File: src/rtl/lmac_pkg.sv
// Shared definitions for the fractional MAC pipeline: op encodings,
// default width constants and the saturating add/subtract helper.
package lmac_pkg;

    localparam int unsigned LMAC_W  = 16;
    localparam int unsigned LMAC_RW = 2 * LMAC_W;
    localparam int unsigned SAT_XW  = 64;

    // Largest positive / most negative Q(2W-1) result for the default width
    localparam logic [LMAC_RW-1:0] MAXP = {1'b0, {(LMAC_RW-1){1'b1}}};
    localparam logic [LMAC_RW-1:0] MINN = {1'b1, {(LMAC_RW-1){1'b0}}};

    typedef enum logic [1:0] {
        OP_MULT = 2'b00,
        OP_MAC  = 2'b01,
        OP_MSU  = 2'b10,
        OP_CLR  = 2'b11
    } lmac_op_e;

    // x +/- y clamped to a signed rw-bit range (rw < 64); returns {ovf, result}.
    // Operands must already be sign-extended to 64 bits.
    function automatic logic [SAT_XW:0] sat_add(
        input logic signed [SAT_XW-1:0] x,
        input logic signed [SAT_XW-1:0] y,
        input logic                     sub,
        input int unsigned              rw
    );
        logic signed [SAT_XW:0] s;
        logic signed [SAT_XW:0] hi;
        logic signed [SAT_XW:0] lo;
        s  = sub ? ({x[SAT_XW-1], x} - {y[SAT_XW-1], y})
                 : ({x[SAT_XW-1], x} + {y[SAT_XW-1], y});
        hi = (65'sd1 <<< (rw - 1)) - 65'sd1;
        lo = -(65'sd1 <<< (rw - 1));
        if (s > hi) begin
            return {1'b1, hi[SAT_XW-1:0]};
        end else if (s < lo) begin
            return {1'b1, lo[SAT_XW-1:0]};
        end
        return {1'b0, s[SAT_XW-1:0]};
    endfunction

endpackage

File: src/rtl/lmac_pipe_if.sv
// Operand/result bundle for lmac_pipe.
//   master: drives in_valid, in_ch, in_op, a, b, sticky_clr
//   slave : drives out_valid, out_ch, out, ovf, sticky_ovf
interface lmac_pipe_if #(
    parameter int unsigned W   = 16,
    parameter int unsigned NCH = 4
);
    localparam int unsigned CHW = (NCH > 1) ? $clog2(NCH) : 1;

    logic             in_valid;
    logic [CHW-1:0]   in_ch;
    logic [1:0]       in_op;
    logic [W-1:0]     a;
    logic [W-1:0]     b;
    logic             sticky_clr;
    logic             out_valid;
    logic [CHW-1:0]   out_ch;
    logic [2*W-1:0]   out;
    logic             ovf;
    logic [NCH-1:0]   sticky_ovf;

    modport master (
        output in_valid, in_ch, in_op, a, b, sticky_clr,
        input  out_valid, out_ch, out, ovf, sticky_ovf
    );

    modport slave (
        input  in_valid, in_ch, in_op, a, b, sticky_clr,
        output out_valid, out_ch, out, ovf, sticky_ovf
    );
endinterface

File: src/rtl/lmac_frac_mult_sat.sv
// Two-stage signed fractional multiplier: S1 forms the exact 2W product,
// S2 doubles it and saturates the single min x min case.
//   clk, reset         : clock, synchronous active-high reset
//   i_valid, i_sb      : op valid and side-band carried alongside
//   i_a, i_b           : signed Q(W-1) operands
//   o_valid, o_sb      : delayed valid and side-band
//   o_p, o_ovf         : Q(2W-1) product and multiply-saturation flag
module frac_mult_sat #(
    parameter int unsigned W   = 16,
    parameter int unsigned SBW = 1
) (
    input  logic             clk,
    input  logic             reset,
    input  logic             i_valid,
    input  logic [SBW-1:0]   i_sb,
    input  logic [W-1:0]     i_a,
    input  logic [W-1:0]     i_b,
    output logic             o_valid,
    output logic [SBW-1:0]   o_sb,
    output logic [2*W-1:0]   o_p,
    output logic             o_ovf
);
    localparam int unsigned RW = 2 * W;
    // Only (-1) x (-1) produces 2^(2W-2); doubling it would wrap negative
    localparam logic [RW-1:0] P_MINMIN = {2'b01, {(RW-2){1'b0}}};
    localparam logic [RW-1:0] P_MAX    = {1'b0, {(RW-1){1'b1}}};

    logic signed [RW-1:0] w_a_ext;
    logic signed [RW-1:0] w_b_ext;
    logic signed [RW-1:0] w_prod;

    logic             r_v1;
    logic [SBW-1:0]   r_sb1;
    logic [RW-1:0]    r_p1;
    logic             r_v2;
    logic [SBW-1:0]   r_sb2;
    logic [RW-1:0]    r_p2;
    logic             r_ovf2;

    assign w_a_ext = {{W{i_a[W-1]}}, i_a};
    assign w_b_ext = {{W{i_b[W-1]}}, i_b};
    assign w_prod  = w_a_ext * w_b_ext;

    // S1 multiply, S2 double with saturation
    always_ff @(posedge clk) begin
        if (reset) begin
            r_v1   <= 1'b0;
            r_sb1  <= '0;
            r_p1   <= '0;
            r_v2   <= 1'b0;
            r_sb2  <= '0;
            r_p2   <= '0;
            r_ovf2 <= 1'b0;
        end else begin
            r_v1  <= i_valid;
            r_sb1 <= i_sb;
            r_p1  <= w_prod;
            r_v2  <= r_v1;
            r_sb2 <= r_sb1;
            if (r_p1 == P_MINMIN) begin
                r_p2   <= P_MAX;
                r_ovf2 <= 1'b1;
            end else begin
                r_p2   <= {r_p1[RW-2:0], 1'b0};
                r_ovf2 <= 1'b0;
            end
        end
    end

    assign o_valid = r_v2;
    assign o_sb    = r_sb2;
    assign o_p     = r_p2;
    assign o_ovf   = r_ovf2;
endmodule

File: src/rtl/lmac_pipe.sv
// Pipelined fractional multiply-accumulate with NCH saturating accumulators.
//   clk, reset : clock, synchronous active-high reset
//   bus        : slave side of lmac_pipe_if (ops in, results + sticky flags out)
// Latency 3, one op per cycle; S3 does the accumulator read-modify-write.
module lmac_pipe
    import lmac_pkg::*;
#(
    parameter int unsigned W   = 16,
    parameter int unsigned NCH = 4
) (
    input  logic        clk,
    input  logic        reset,
    lmac_pipe_if.slave  bus
);
    localparam int unsigned CHW = (NCH > 1) ? $clog2(NCH) : 1;
    localparam int unsigned RW  = 2 * W;
    localparam int unsigned SBW = 2 + CHW;

    function automatic logic signed [SAT_XW-1:0] sext(input logic [RW-1:0] v);
        return {{(SAT_XW-RW){v[RW-1]}}, v};
    endfunction

    logic             w_ch_ok;
    logic             w_v3;
    logic [SBW-1:0]   w_sb3;
    logic [RW-1:0]    w_p3;
    logic             w_movf3;
    lmac_op_e         w_op;
    logic [CHW-1:0]   w_ch;
    logic [RW-1:0]    w_acc_cur;
    logic [SAT_XW:0]  w_sat;
    logic [RW-1:0]    w_res;
    logic             w_ovf;
    logic [NCH-1:0]   w_sticky_nxt;
    logic             w_unused_sat;

    logic [RW-1:0]    r_acc [NCH];
    logic             r_out_valid;
    logic [CHW-1:0]   r_out_ch;
    logic [RW-1:0]    r_out;
    logic             r_ovf;
    logic [NCH-1:0]   r_sticky;

    // Out-of-range channels enter the pipe with valid dropped
    assign w_ch_ok = (32'(bus.in_ch) < NCH);

    frac_mult_sat #(.W(W), .SBW(SBW)) u_mult (
        .clk     (clk),
        .reset   (reset),
        .i_valid (bus.in_valid & w_ch_ok),
        .i_sb    ({bus.in_op, bus.in_ch}),
        .i_a     (bus.a),
        .i_b     (bus.b),
        .o_valid (w_v3),
        .o_sb    (w_sb3),
        .o_p     (w_p3),
        .o_ovf   (w_movf3)
    );

    assign w_op      = lmac_op_e'(w_sb3[SBW-1:CHW]);
    assign w_ch      = w_sb3[CHW-1:0];
    assign w_acc_cur = r_acc[w_ch];
    assign w_sat     = sat_add(sext(w_acc_cur), sext(w_p3), (w_op == OP_MSU), RW);
    assign w_unused_sat = ^w_sat[SAT_XW-1:RW];

    // S3 result select and sticky update
    always_comb begin
        w_res        = '0;
        w_ovf        = 1'b0;
        w_sticky_nxt = bus.sticky_clr ? '0 : r_sticky;
        case (w_op)
            OP_MULT: begin
                w_res = w_p3;
                w_ovf = w_movf3;
            end
            OP_MAC, OP_MSU: begin
                w_res = w_sat[RW-1:0];
                w_ovf = w_movf3 | w_sat[SAT_XW];
            end
            default: begin
                w_res = '0;
                w_ovf = 1'b0;
            end
        endcase
        // A set in the same cycle as a clear wins
        if (w_v3 && w_ovf) begin
            w_sticky_nxt[w_ch] = 1'b1;
        end
    end

    always_ff @(posedge clk) begin
        if (reset) begin
            for (int i = 0; i < NCH; i++) begin
                r_acc[i] <= '0;
            end
            r_out_valid <= 1'b0;
            r_out_ch    <= '0;
            r_out       <= '0;
            r_ovf       <= 1'b0;
            r_sticky    <= '0;
        end else begin
            r_out_valid <= w_v3;
            r_sticky    <= w_sticky_nxt;
            if (w_v3) begin
                r_acc[w_ch] <= w_res;
                r_out_ch    <= w_ch;
                r_out       <= w_res;
                r_ovf       <= w_ovf;
            end
        end
    end

    assign bus.out_valid  = r_out_valid;
    assign bus.out_ch     = r_out_ch;
    assign bus.out        = r_out;
    assign bus.ovf        = r_ovf;
    assign bus.sticky_ovf = r_sticky;
endmodule
File: src/flat_wrapper.sv
// flat-port wrapper written by rule: the top's interface ports become plain ports
module lmac_pipe_flat import lmac_pkg::*;
#(
    parameter int unsigned W   = 16,
    parameter int unsigned NCH = 4
)
  (clk, reset, bus_in_valid, bus_in_ch, bus_in_op, bus_a, bus_b, bus_sticky_clr, bus_out_valid, bus_out_ch, bus_out, bus_ovf, bus_sticky_ovf);
  lmac_pipe_if #(.W(W), .NCH(NCH)) bus_i ();
  input  logic clk;
  input  logic reset;
  input wire logic [$bits(bus_i.in_valid)-1:0] bus_in_valid;
  input wire logic [$bits(bus_i.in_ch)-1:0] bus_in_ch;
  input wire logic [$bits(bus_i.in_op)-1:0] bus_in_op;
  input wire logic [$bits(bus_i.a)-1:0] bus_a;
  input wire logic [$bits(bus_i.b)-1:0] bus_b;
  input wire logic [$bits(bus_i.sticky_clr)-1:0] bus_sticky_clr;
  output wire logic [$bits(bus_i.out_valid)-1:0] bus_out_valid;
  output wire logic [$bits(bus_i.out_ch)-1:0] bus_out_ch;
  output wire logic [$bits(bus_i.out)-1:0] bus_out;
  output wire logic [$bits(bus_i.ovf)-1:0] bus_ovf;
  output wire logic [$bits(bus_i.sticky_ovf)-1:0] bus_sticky_ovf;
  assign bus_i.in_valid = bus_in_valid;
  assign bus_i.in_ch = bus_in_ch;
  assign bus_i.in_op = bus_in_op;
  assign bus_i.a = bus_a;
  assign bus_i.b = bus_b;
  assign bus_i.sticky_clr = bus_sticky_clr;
  assign bus_out_valid = bus_i.out_valid;
  assign bus_out_ch = bus_i.out_ch;
  assign bus_out = bus_i.out;
  assign bus_ovf = bus_i.ovf;
  assign bus_sticky_ovf = bus_i.sticky_ovf;
  lmac_pipe #(.W(W), .NCH(NCH)) u_core (.clk(clk), .reset(reset), .bus(bus_i));
endmodule
File: config.mk
export PLATFORM = sky130hd
export DESIGN_NAME = lmac_pipe_flat
export DESIGN_NICKNAME = d
export VERILOG_FILES = /design/src/rtl/lmac_pkg.sv /design/src/rtl/lmac_pipe_if.sv /design/src/rtl/lmac_frac_mult_sat.sv /design/src/rtl/lmac_pipe.sv /design/src/flat_wrapper.sv
export SDC_FILE = /design/constraint.sdc
export NUM_CORES = 1
export LEC_CHECK = 0
export CAP_MARGIN = 25
export CORE_ASPECT_RATIO = 1.1
export CORE_MARGIN = 2
export CORE_UTILIZATION = 63
export CTS_CLUSTER_SIZE = 20
export DETAILED_ROUTE_END_ITERATION = 16
export PLACE_DENSITY = 0.79
export SYNTH_ARGS = -nofsm -noshare
export SYNTH_HDL_FRONTEND = slang
export SYNTH_SLANG_ARGS = --single-unit
File: constraint.sdc
create_clock -name clk -period 8.24 [get_ports clk]
set_input_delay 0.824 -clock clk [delete_from_list [all_inputs] [get_ports clk]]
set_output_delay 0.824 -clock clk [all_outputs]
set_load 0.01 [all_outputs]
* Word-level counts from Yosys, hierarchy flattened
Memories as Yosys holds them, arrays and structs flattened. A register that Yosys moved wholly into a read port is not among the register bits. Cells that the tools add are included.
Operators by class: add/sub/neg operators 2, multiply operators 1, magnitude comparators 4, eq/ne operators 3, mux-type cells 23, bitwise logic cells 2, reductions and logical operators 6
Operators by type and width (count):
- 65-bit 2-to-1 mux | 4
- 65-bit by 32-bit greater-than comparator with 1-bit output (second input constant) | 1
- 65-bit by 32-bit less-than comparator with 1-bit output (second input constant) | 1
- 32-bit case mux with 2 select lines | 1
- 32-bit by 32-bit adder with 33-bit output | 1
- 32-bit by 32-bit subtractor with 33-bit output | 1
- 32-bit by 31-bit equality test with 1-bit output (second input constant) | 1
- 16-bit by 16-bit multiplier with 32-bit output | 1
- 32-bit 2-to-1 mux | 1
- 32-bit OR reduction | 1
- 31-bit 2-to-1 mux | 1
- 1-bit 2-to-1 mux | 10
- 4-bit 2-to-1 mux | 2
- 2-bit 2-to-1 mux | 2
- 4-bit OR | 1
- 2-bit OR reduction | 2
- 2-bit by 3-bit less-than comparator with 1-bit output (second input constant) | 1
- 1-bit demux with 2-bit select | 1
- 2-bit by 1-bit equality test with 1-bit output (second input constant) | 1
- 2-bit equality test (second input constant) | 1
- 2-bit by 1-bit greater-or-equal comparator with 1-bit output (second input constant) | 1
- 1-bit logical AND | 2
- 2-bit logical NOT | 1
- 1-bit case mux with 2 select lines | 1
- 1-bit OR | 1
Word-level totals: flip-flop bits (word level) 115, bits in writable memories 128, memories 1
Memory list:
- u_core.r_acc | words 4, bits a word 32, rd ports 1, clocked after Yosys merged registers in 1, write ports 4, line lmac_pipe.sv:37 | logic [RW-1:0] r_acc [NCH];

* Logic depth before layout (Yosys ltp)
depth after elaboration 10, mapped depth 24, gate-level depth less buffers 22

* By module
A second synthesis with hierarchy kept.
Second synthesis, totals: cell total of the unflattened synthesis 2245, area total of the unflattened synthesis 22053.7 um^2
Modules (own cells, without submodules):
- frac_mult_sat | times used 1, cells an instance 1346, area each 12275.5 um^2
- lmac_pipe | times used 1, cells an instance 899, area each 9778.1 um^2

* Worst setup path before layout
OpenSTA, ideal clock, no wires.
path type input-to-reg, start in bus_b[15], end reg u_core.u_mult.r_p1[28], library setup time 121 ps, arrival time 6599 ps, data required time 8119 ps, setup slack 1521 ps, stages on the path 20, buffers on the path 2, cells stage by stage clkbuf_1 -> nand2b_1 -> fa_1 -> fa_1 -> inv_1 -> fa_1 -> inv_1 -> fa_1 -> fa_1 -> inv_1 -> fa_1 -> ha_1 -> clkbuf_1 -> nand4_1 -> nor4_1 -> o21bai_1 -> a311oi_1 -> a31oi_1 -> o21ai_0 -> mux2_2
Between the ends: word-level cells in the longest chain between the ends 1
RTL lines:
- start: declaration | line flat_wrapper.sv:15 | input wire logic [$bits(bus_i.b)-1:0] bus_b;
- 16-bit by 16-bit multiplier with 32-bit output | line lmac_frac_mult_sat.sv:42 | assign w_prod = w_a_ext * w_b_ext;
- end signal: assignment | line lmac_frac_mult_sat.sv:57 | r_p1 <= w_prod;
- end: declaration | line lmac_frac_mult_sat.sv:34 | logic [RW-1:0] r_p1;
No other way between the ends. A chain may end at the register's enable or synchronous reset.

* Worst setup path in the final report
start in bus_b[6], end reg u_core.u_mult.r_p1[28]
Same word-level chain as after synthesis.

==> metrics <==
commonest non-fill, non-tap cells in the layout=inv_1 (333), fa_1 (263), nand2_1 (245); largest net degree at the start of global routing=just over 50; max capacitance violation total=0; min Tclk post-route=7340 ps; crit path DAT=7750 ps; Pwr per Cell Area=around 460 nW/um^2; R2R Path Start=u_core.u_mult.o_p[14]; Starting Density=63.5%; adder-cell area share of the yosys netlist=around a third; combinational family with the most area after synthesis=adder cells; CTS root buf=clkbuf_16; Yosys reg bits=about 240; Most used DFF post-synth=edfxtp_1; Syn. warnings=0; Final Skew=between 20 and 25 ps; TNS Setup=0 ps; final std cells w/o fill=approximately 2700; GRT Total Usage=between 30% and 40%; DIE HEIGHT=198 um; CP startpoint=bus_b[6]; vias after detailed routing=between 15000 and 20000; global-route wire length before repair=between 80000 and 90000 um; fin area=23600 um^2; multiplexer share of the synthesized area=3.64%; Post-CTS Setup Inserts=0; Tightest Pin Transition=1120 ps; hold path startpoint=u_core.u_mult.r_sb1[0]; Fin. Hold Viols=0; total clock sinks=242; count of final setup violators=0; Static Leak=approximately 11 nW; share of layout cells above drive strength 1=5.97%; Final Max Tran Viols=0; drt via density=roughly 6.0; Reg2Reg Depth=16; drt total wl=roughly 54000 um; vias in the first global route=16600; Critical R2R Capture=u_core.r_acc[2][18]; CTS Buffer Depth=3; simple-gate area share of the yosys netlist=14.3%; First DRT Iteration DRCs=951; row count=just over 70; syn_area_per_cell=between 9 and 10 um^2; GP Congestion=about 0.97; max frequency=approximately 140 MHz; Initial DRT Pass Iterations=5; crit path max fanout=16; ant diodes=0; critical path class=primary input to register; number of antenna violations at the first check in global routing=0; GRT Residual Overflow=0; Synth Area in Compound Gates=11.0%; Final ANT Viol Nets=0; total CTS buffers=22; Netlist cell types=75; Clk Latency, worst-skew pair=approximately 540 ps; I/O Buffers=79; Mapped Area=around 22000 um^2; fin nets=about 2600; R2R Setup Slk=between 1500 and 2000 ps; hold endpoint=u_core.u_mult.o_sb[0]; placed inst area=between 20000 and 25000 um^2; top cell type's share of synthesized area=approximately a quarter; leading cell type in the layout, fill and taps excluded=inv_1; Mapped Cells=approximately 2200; per-cell routed wire length=around 20 um; IR drop worst, VDD=about 450 uV; Post-synth EDFFs=128; Startpoint Class=primary input; RSZ-0062 raised after global routing=no; Core ar.=roughly 34000 um^2; H-tree Lvls=1; Syn Nets=2595; num ports=80; placed wire-length estimate=roughly 42000 um; number of fill cells in the layout=about 2600; CTS tree=yes; relative slew slack=between 20% and 30%; hold crit path type=register to register; Die Width=approximately 180 um; Synth async-reset ratio=0%; clk slew on worst S/H paths=approximately 70 ps; area grow syn2layout=9.43%; Resized cells post-CTS=0; hold path cells=1; Seq/Total Area, Yosys=~28%; Post-route DRC=0; XOR/XNOR share of the synthesized area=approximately 3.8%; placed cells=around 2600; # hold bufs at CTS=0; final period utilization=89.1%; Die ar.=35700 um^2; status=completed; area leader, netlist=fa_1; Worst setup EP type=register; Req. time, crit path=a little under 9000 ps; Synth area leaders=fa_1 (24%), edfxtp_1 (18%), dfxtp_1 (11%)
state kept, by name (all words and copies together) (netlist names):
| name | flops |
|---|---|
| u_core.u_mult.o_sb | 4 |
| u_core.u_mult.r_v1 | 1 |
| u_core.r_acc | 128 |
| u_core.bus.sticky_ovf | 4 |
| u_core.u_mult.r_p1 | 32 |
| u_core.bus.out | 32 |
| u_core.bus.ovf | 1 |
| u_core.u_mult.o_valid | 1 |
| u_core.bus.out_ch | 2 |
| u_core.u_mult.o_p | 32 |
| u_core.u_mult.r_sb1 | 4 |
| u_core.bus.out_valid | 1 |
kinds of logic (layout without fill, tap and decap cells):
logic type,count (synthesis),after routing
flip-flops,242,242
multiplexers,38,38
XOR/XNOR,94,94
AO/OA/AOI/OAI,343,343
adder cells (fa/ha/maj),383,383
buffers and inverters,428,482
AND/OR/NAND/NOR,646,646
cells in the mapped netlist, drive strengths merged (32+ instances only):
cell    instances
inv           333
fa            263
nand2         245
nor2          136
edfxtp        128
ha            118
a21oi         116
dfxtp         114
and2          108
clkbuf         81
xnor2          71
o21ai          49
a21o           41
mux4           32
nand2b         32
cell type report:
class / count / area, um^2 / share of cell area, %
clock buffer: 33 / 707 / 3.00
inverter: 333 / 1250 / 5.30
timing repair buffer: 109 / 1030 / 4.37
sequential: 242 / 6130 / 26.0
tap: 438 / 548 / 2.32
multi-input combinational: 1504 / 13800 / 58.6
clock inverter: 7 / 105 / 0.445
worst max path at each step:
stage                              to  depth (start not counted)
6_report       u_core.u_mult.r_p1[28]                         21
5_1_grt        u_core.u_mult.r_p1[28]                         21
4_1_cts        u_core.u_mult.r_p1[28]                         21
3_5_place_dp   u_core.u_mult.r_p1[28]                         21
3_3_place_gp   u_core.u_mult.r_p1[28]                         21
2_1_floorplan  u_core.u_mult.r_p1[28]                         20
worst max-delay path, cell delays in order:
cell             delay, ps
clkdlybuf4s50_1        910
nand2_1                170
fa_1                   560
inv_1                   50
fa_1                   520
inv_1                   50
fa_1                   500
inv_1                   50
fa_1                   470
inv_1                   50
fa_1                   520
inv_1                   50
fa_1                   470
ha_1                   410
nand4_1                160
nor4_1                 410
o21bai_1               170
a311oi_1               550
a31oi_1                250
o21ai_0                230
mux2_2                 350
through the flow:
stage          hold WS [ps]  setup WS, ps  power [W]  util (%)
3_3_place_gp            418           638    0.00937      67.0
2_1_floorplan           414          1520    0.00798         -
5_1_grt                 452           457     0.0120      69.5
6_report                436           898     0.0109      69.5
3_5_place_dp            425           479    0.00969      67.1
4_1_cts                 440          1040     0.0108      69.5
power by group:
group | leakage [nW] | switching, W | internal [W] | total, W
Sequential | 2.26 | 0.000127 | 0.00146 | 0.00159
Combinational | 8.11 | 0.00467 | 0.00354 | 0.00821
Clock | 0.398 | 0.000456 | 0.000663 | 0.00112
Total | 10.8 | 0.00525 | 0.00566 | 0.0109
metal layers:
layer	GRT usage, %	up-vias	part of all wire, %
li1	-	7230	-
met1	38.0	7911	39
met2	54.6	631	50
met3	2.83	155	5.4
met4	17.8	0	5.9
met5	0	-	0
No activity file was read; power rests on OpenSTA's default activity.
